$ cat config.mk
export PLATFORM = sky130hd
export DESIGN_NAME = seg_scan_controller
export DESIGN_NICKNAME = d
export VERILOG_FILES = /design/src/rtl/seg_scan_controller_pkg.sv /design/src/rtl/seg_scan_controller_prescaler.sv /design/src/rtl/seg_scan_controller.sv
export SDC_FILE = /design/constraint.sdc
export NUM_CORES = 1
export LEC_CHECK = 0
export BUFFER_PORTS_ARGS = -buffer_cell sky130_fd_sc_hd__buf_2
export CORE_AREA = 2 2 52 66
export DETAILED_ROUTE_END_ITERATION = 12
export DIE_AREA = 0 0 54 68
export RECOVER_POWER = 100
export SETUP_SLACK_MARGIN = 0.15
export SLEW_MARGIN = 10
export SYNTH_ARGS = -nofsm -noshare
export SYNTH_HDL_FRONTEND = slang
export SYNTH_HIERARCHICAL = 1
export SYNTH_SLANG_ARGS = --single-unit
$ cat constraint.sdc
create_clock -name clk -period 2.3 [get_ports clk]
set_input_delay 0.115 -clock clk [delete_from_list [all_inputs] [get_ports clk]]
set_output_delay 0.115 -clock clk [all_outputs]
set_load 0.005 [all_outputs]
$ cat src/rtl/seg_scan_controller_pkg.sv
// Shared display helpers: constant clog2, anode polarity levels and the
// board-clock prescale default.
package seg_scan_controller_pkg;

  // Digit slot length for the board clock (100 MHz / 100000 = 1 kHz per digit).
  localparam int BOARD_CLK_DIV = 100000;

  function automatic int clog2(input int value);
    int r;
    r = 0;
    while ((1 << r) < value) r++;
    return r;
  endfunction

  function automatic logic anode_on(input bit active_low);
    return active_low ? 1'b0 : 1'b1;
  endfunction

  function automatic logic anode_off(input bit active_low);
    return active_low ? 1'b1 : 1'b0;
  endfunction

endpackage

$ cat src/rtl/seg_scan_controller_prescaler.sv
// Mod-CLK_DIV slot counter. Exposes its next-state value so the top can
// decode anodes aligned with the registered count.
module scan_prescaler #(
  parameter int CLK_DIV = 4,
  parameter int CNT_W   = 2
) (
  input  logic             clk,
  input  logic             rst_n,
  input  logic             en,
  output logic [CNT_W-1:0] cnt,
  output logic [CNT_W-1:0] cnt_next,
  output logic             wrap
);

  localparam logic [CNT_W-1:0] CNT_LAST = CNT_W'(CLK_DIV - 1);

  always_comb begin
    cnt_next = cnt;
    wrap     = 1'b0;
    if (en) begin
      if (cnt == CNT_LAST) begin
        cnt_next = '0;
        wrap     = 1'b1;
      end else begin
        cnt_next = cnt + 1'b1;
      end
    end
  end

  always_ff @(posedge clk) begin
    if (!rst_n) cnt <= '0;
    else        cnt <= cnt_next;
  end

endmodule

$ cat src/rtl/seg_scan_controller.sv
// Time-multiplexed 7-segment digit scanner with prescaler, digit mask,
// anti-ghosting blank window at the start of each slot, and freeze input.
module seg_scan_controller
  import seg_scan_controller_pkg::*;
#(
  parameter int  NUM_DIGITS       = 4,
  parameter int  CLK_DIV          = BOARD_CLK_DIV,
  parameter int  BLANK_CYCLES     = 16,
  parameter bit  ANODE_ACTIVE_LOW = 1'b1,
  localparam int SEL_W            = (clog2(NUM_DIGITS) < 1) ? 1 : clog2(NUM_DIGITS)
) (
  input  logic                  clk,
  input  logic                  rst_n,
  input  logic                  en,
  input  logic [NUM_DIGITS-1:0] digit_en,
  output logic [SEL_W-1:0]      sel,
  output logic [NUM_DIGITS-1:0] anode,
  output logic                  scan_tick,
  output logic                  frame_start
);

  localparam int CNT_W = clog2(CLK_DIV);
  localparam logic [SEL_W-1:0] SEL_LAST = SEL_W'(NUM_DIGITS - 1);
  localparam logic A_ON  = anode_on(ANODE_ACTIVE_LOW);
  localparam logic A_OFF = anode_off(ANODE_ACTIVE_LOW);

  generate
    if (NUM_DIGITS < 1 || CLK_DIV < 2 || BLANK_CYCLES < 0 || BLANK_CYCLES >= CLK_DIV) begin : g_bad_params
      $error("seg_scan_controller: illegal NUM_DIGITS/CLK_DIV/BLANK_CYCLES combination");
    end
  endgenerate

  logic [CNT_W-1:0]      cnt;
  logic [CNT_W-1:0]      cnt_next;
  logic                  wrap;
  logic [SEL_W-1:0]      sel_next;
  logic                  past_blank;
  logic [NUM_DIGITS-1:0] anode_next;

  scan_prescaler #(
    .CLK_DIV (CLK_DIV),
    .CNT_W   (CNT_W)
  ) u_prescaler (
    .clk      (clk),
    .rst_n    (rst_n),
    .en       (en),
    .cnt      (cnt),
    .cnt_next (cnt_next),
    .wrap     (wrap)
  );

  // With no blank window the comparison is trivially true, so skip it.
  generate
    if (BLANK_CYCLES == 0) begin : g_no_blank
      assign past_blank = 1'b1;
    end else begin : g_blank
      assign past_blank = (cnt_next >= CNT_W'(BLANK_CYCLES));
    end
  endgenerate

  always_comb begin
    sel_next = sel;
    if (wrap) sel_next = (sel == SEL_LAST) ? '0 : sel + 1'b1;
  end

  // Decode from next-state values so anode lines up with the registered sel.
  always_comb begin
    anode_next = {NUM_DIGITS{A_OFF}};
    for (int i = 0; i < NUM_DIGITS; i++) begin
      if (en && past_blank && digit_en[sel_next] && (sel_next == SEL_W'(i)))
        anode_next[i] = A_ON;
    end
  end

  always_ff @(posedge clk) begin
    if (!rst_n) begin
      sel         <= '0;
      anode       <= {NUM_DIGITS{A_OFF}};
      scan_tick   <= 1'b0;
      frame_start <= 1'b0;
    end else begin
      sel         <= sel_next;
      anode       <= anode_next;
      scan_tick   <= wrap;
      frame_start <= wrap && (sel == SEL_LAST);
    end
  end

endmodule

Yosys cells after proc, flatten, opt, wreduce, memory -nomap -nowiden:

Index checks and enable logic that the tools add are counted.

* flip-flop bits (word level): 25
* bits of input ports: 7
* output and inout port bits: 8
* word-level logic and storage cells: 34

* add/sub/neg operators: 2
* order comparisons: 2
* eq/ne operators: 5
* multiplexer cells: 12
* reduce and logical (&&, ||, !) cells: 8

Operators with widths (number)
* 17-bit 2-to-1 mux: 2
* 17-bit by 1-bit adder with 17-bit output (second input constant): 1
* 17-bit == test (second input constant): 1
* 17-bit by 5-bit greater-or-equal comparator with 1-bit output (second input constant): 1
* 1-bit logical AND: 7
* 1-bit 2-to-1 mux: 7
* 2-bit == test (second input constant): 3
* 2-bit 2-to-1 mux: 2
* 2-bit by 3-bit < comparator with 1-bit output (second input constant): 1
* 2-bit by 1-bit adder with 2-bit output (second input constant): 1
* 1-bit binary-select mux with 2-bit select: 1
* 2-bit by 1-bit == test with 1-bit output (second input constant): 1
* 2-bit zero test: 1

Depth between registers and ports, before layout:

* depth in word-level cells: 9
* gate-level depth with buffers: 8
* mapped depth without buffers: 8

By module:

The synthesis kept the hierarchy.

Modules (own cells, without submodules)
* scan_prescaler: times used 1, cells an instance 116, area an instance 987.2 um^2, sequential area each 340.3 um^2
* seg_scan_controller: times used 1, cells an instance 33, area an instance 351.6 um^2, sequential area each 160.2 um^2

Least setup slack after synthesis:

OpenSTA, ideal clock, no wires.

* kind: reg-to-reg
* from: reg u_prescaler.cnt[0]
* to: reg anode[0]
* library setup time: 66 ps
* arrival time: 1985 ps
* required time: 2234 ps
* path slack: 248 ps
* cell stages (with the launch flop): 9
* buffers on the path: 0
* clock period less this slack: 2052 ps
* cells stage by stage: dfxtp_1 > ha_1 > or3b_1 > nor4_2 > a32o_1 > nor2_1 > nor4_1 > a41oi_1 > nand4_1

* elaborated cells on any way between the ends: 15
* classes of those cells: 1 x add/sub; 1 x order compare; 1 x eq/ne; 8 x mux; 4 x reduce/logical

RTL lines
* start: declaration: line seg_scan_controller_prescaler.sv:10 `output logic [CNT_W-1:0] cnt,`
* start signal: assignment: line seg_scan_controller_prescaler.sv:32 `else cnt <= cnt_next;`
* 17-bit by 1-bit adder with 17-bit output / 17-bit == test (equally long branches): line seg_scan_controller_prescaler.sv:25, seg_scan_controller_prescaler.sv:21
* 17-bit 2-to-1 mux (*): line seg_scan_controller_prescaler.sv:21 `if (cnt == CNT_LAST) begin`
* 17-bit 2-to-1 mux (*): line seg_scan_controller_prescaler.sv:20 `if (en) begin`
* via cnt_next[16]: line seg_scan_controller.sv:34 `logic [CNT_W-1:0] cnt_next;`
* 17-bit by 5-bit greater-or-equal comparator with 1-bit output (*): line seg_scan_controller.sv:57 `assign past_blank = (cnt_next >= CNT_W'(BLANK_CYCLES));`
* 1-bit logical AND (*) (3 in series): line seg_scan_controller.sv:70 `if (en && past_blank && digit_en[sel_next] && (sel_next == SEL_W'(i)))`
* 1-bit 2-to-1 mux (*): line seg_scan_controller.sv:70
* end signal: assignment: line seg_scan_controller.sv:78 `anode <= {NUM_DIGITS{A_OFF}};`
* end signal: assignment: line seg_scan_controller.sv:83 `anode <= anode_next;`
* end: declaration: line seg_scan_controller.sv:17 `output logic [NUM_DIGITS-1:0] anode,`

Mark *: on every way through the listed nets, which the timed path passes. The rest lies on a longest branch. The select of a mux whose other input is x is not followed.
A chain may end at the register's enable or synchronous reset.

Final worst setup path:

* from: reg u_prescaler.cnt[8]
* to: reg anode[2]

The elaborated chain is that of the path after synthesis.

==> results_dict.tcl <==
set metrics [dict create \
    max_slew_margin_pct 40.5 \
    post-route-min-period_ns 2.14 \
    syn_area_mm2 0.00131 \
    io_buffer_count 14 \
    cts_hold_buffers 0 \
    clockBufferDepth 2 \
    cpPeakStageDelay_ns 0.57 \
    r2r_start "u_prescaler/cnt[8]$_SDFF_PN0_" \
    power.density_mw_per_mm2 459 \
    totalNegativeSetupSlack_ns 0 \
    antenna_found_initial 0 \
    detail_route.first_pass.iterations 4 \
    power.total_mw 0.726 \
    clk_pin_slew_ns 0.09 \
    criticalPathCategory "register to register" \
    final_cell_mix "dfxtp_1 (19), nor2_1 (14), buf_4 (13), nand4_1 (9), xnor2_1 (9)" \
    worst_hold_slack_ns 0.0429 \
    fin_nets 178 \
    grt_pass1_wl_um 4870 \
    start_util_pct 42.0 \
    tightest_slew_ns 0.887 \
    vias 1172 \
    seqCellArea_um2 513 \
    wl_per_cell_um 15.1 \
    syn_nets 151 \
    final_common_cell "dfxtp_1" \
    worst_ir_drop_vdd_mv 0.272 \
    syn_inst 142 \
    clock_skew_ns 0.00992 \
    critPathBufInv 0 \
    die_w_um 54 \
    r2r_cells 7 \
    drv_slew 0 \
    routed_wl_um 3090 \
    min_to "anode[0]$_SDFF_PN1_" \
    rows 23 \
    cp-start-kind "register" \
    diodes 0 \
    critical_path_required_ns 2.51 \
    drive_above_1_share_pct 29.2 \
    maxCapViolCount 0 \
    crit_slowest_cell "or4b_4" \
    min_from "digit_en[0]" \
    avgViaCountPerCell 5.72 \
    ys_warn_count 6 \
    hpwl_um 2390 \
    cp-end-kind "register" \
    worstPathCellList "or4b_4 -> nor4_4 -> a32o_1 -> nor2_2 -> nor4_2 -> a41oi_2 -> nand4_1" \
    grt-ovfl-total 0 \
    outcome "complete, no violations" \
    min_path_type "primary input to register" \
    utilization_pct 50.9 \
    htreeDepth 1 \
    final_antenna_net_count 0 \
    io_pins 15 \
    grt_max_degree 15 \
    grt_pass1_vias 1085 \
    worstPathMaxFanout 4 \
    die_h_um 68 \
    setup_viol 0 \
    rsz0062_at_grt "yes" \
    leakagePower_nw 0.594 \
    arrival_ns 2.35 \
    grt.total_usage_pct 18.0 \
    avgSynthCellArea_um2 9.19 \
    r2r_end "anode[2]$_SDFF_PN1_" \
    fillerInstances 308 \
    cts_buffers 3 \
    drc 0 \
    post-place-cells 198 \
    coreArea_mm2 0.00311 \
    cts_root_buffer "clkbuf_8" \
    whs_path_depth 2 \
    fmax_mhz 467 \
    reg2reg_slack_ns 0.16 \
    layoutNonFillerInstCount 205 \
    gp_congestion 0.856 \
    fin_crit_sh_pct 93.1 \
    cts_tree "built" \
    path_delay_family "simple AND/OR/NAND/NOR gates" \
    hold_violations 0 \
    clock_sinks 25 \
    drtIter0Drc 38 \
    fp.dieArea_mm2 0.00367 \
    multi_input_area_um2 806 \
    syn_to_final_growth_pct 21.3 \
    worstSkewPairLatency_ns 0.27 \
]
## state kept, by name, summed over array words and instances (netlist names)
signal and count:
scan_tick 1, frame_start 1, u_prescaler/cnt 17, anode 4
sel 2
## metrics by stage
step	setup WS, ns	instance area [um2]
global placement	0.166	1460
floorplan	0.279	1310
finish	0.158	1580
global route	0.0433	1580
detailed placement	0.0789	1460
CTS	0.155	1540
## worst register-to-register path, cell delays in order, from the launching register on
cell,delay [ns]
dfxtp_1,0.35
or4b_4,0.57
nor4_4,0.28
a32o_1,0.25
nor2_2,0.05
nor4_2,0.25
a41oi_2,0.20
nand4_1,0.14
## repair_timing
action,4_1_cts,5_1_grt
setup buffers,0,3
hold endpoints to repair,0,0
pin swaps,0,9
gates cloned,0,0
resized for setup,5,17
setup endpoints to repair,4,4
## area by class of cell
cell class | instances | area share [%]
multi-input cells | 109 | 50.9
clock buffers | 3 | 2.61
clock inverters | 1 | 0.316
flip-flops and latches | 25 | 32.4
repair buffers | 27 | 10.1
inverters | 3 | 0.711
well taps | 37 | 2.92
## worst max path at each step
stage | startpoint | to | slack, ns | depth (start not counted)
2_1_floorplan | u_prescaler/cnt[9]$_SDFF_PN0_ | anode[2]$_SDFF_PN1_ | 0.28 | 7
3_3_place_gp | u_prescaler/cnt[0]$_SDFF_PN0_ | anode[0]$_SDFF_PN1_ | 0.17 | 8
3_5_place_dp | u_prescaler/cnt[0]$_SDFF_PN0_ | anode[2]$_SDFF_PN1_ | 0.08 | 8
4_1_cts | u_prescaler/cnt[0]$_SDFF_PN0_ | anode[2]$_SDFF_PN1_ | 0.16 | 8
5_1_grt | u_prescaler/cnt[8]$_SDFF_PN0_ | anode[2]$_SDFF_PN1_ | 0.04 | 7
6_report | u_prescaler/cnt[8]$_SDFF_PN0_ | anode[2]$_SDFF_PN1_ | 0.16 | 7
## metal layers
layer  track usage [%]  vias up  part of all wire (%)
met3              2.18        8                   3.8
li1                  -      575                     -
met2              35.2       29                    53
met5                 0        -                     0
met4              5.63        0                   1.9
met1              19.4      560                    41
## power breakdown
group          leakage, nW  internal [mW]  total (mW)  switching [mW]
clock               0.0255          0.121       0.260           0.139
sequential           0.205          0.434       0.438         0.00414
combinational        0.364         0.0125      0.0279          0.0154
total                0.594          0.568       0.726           0.159
No activity file was read; power rests on OpenSTA's default activity.
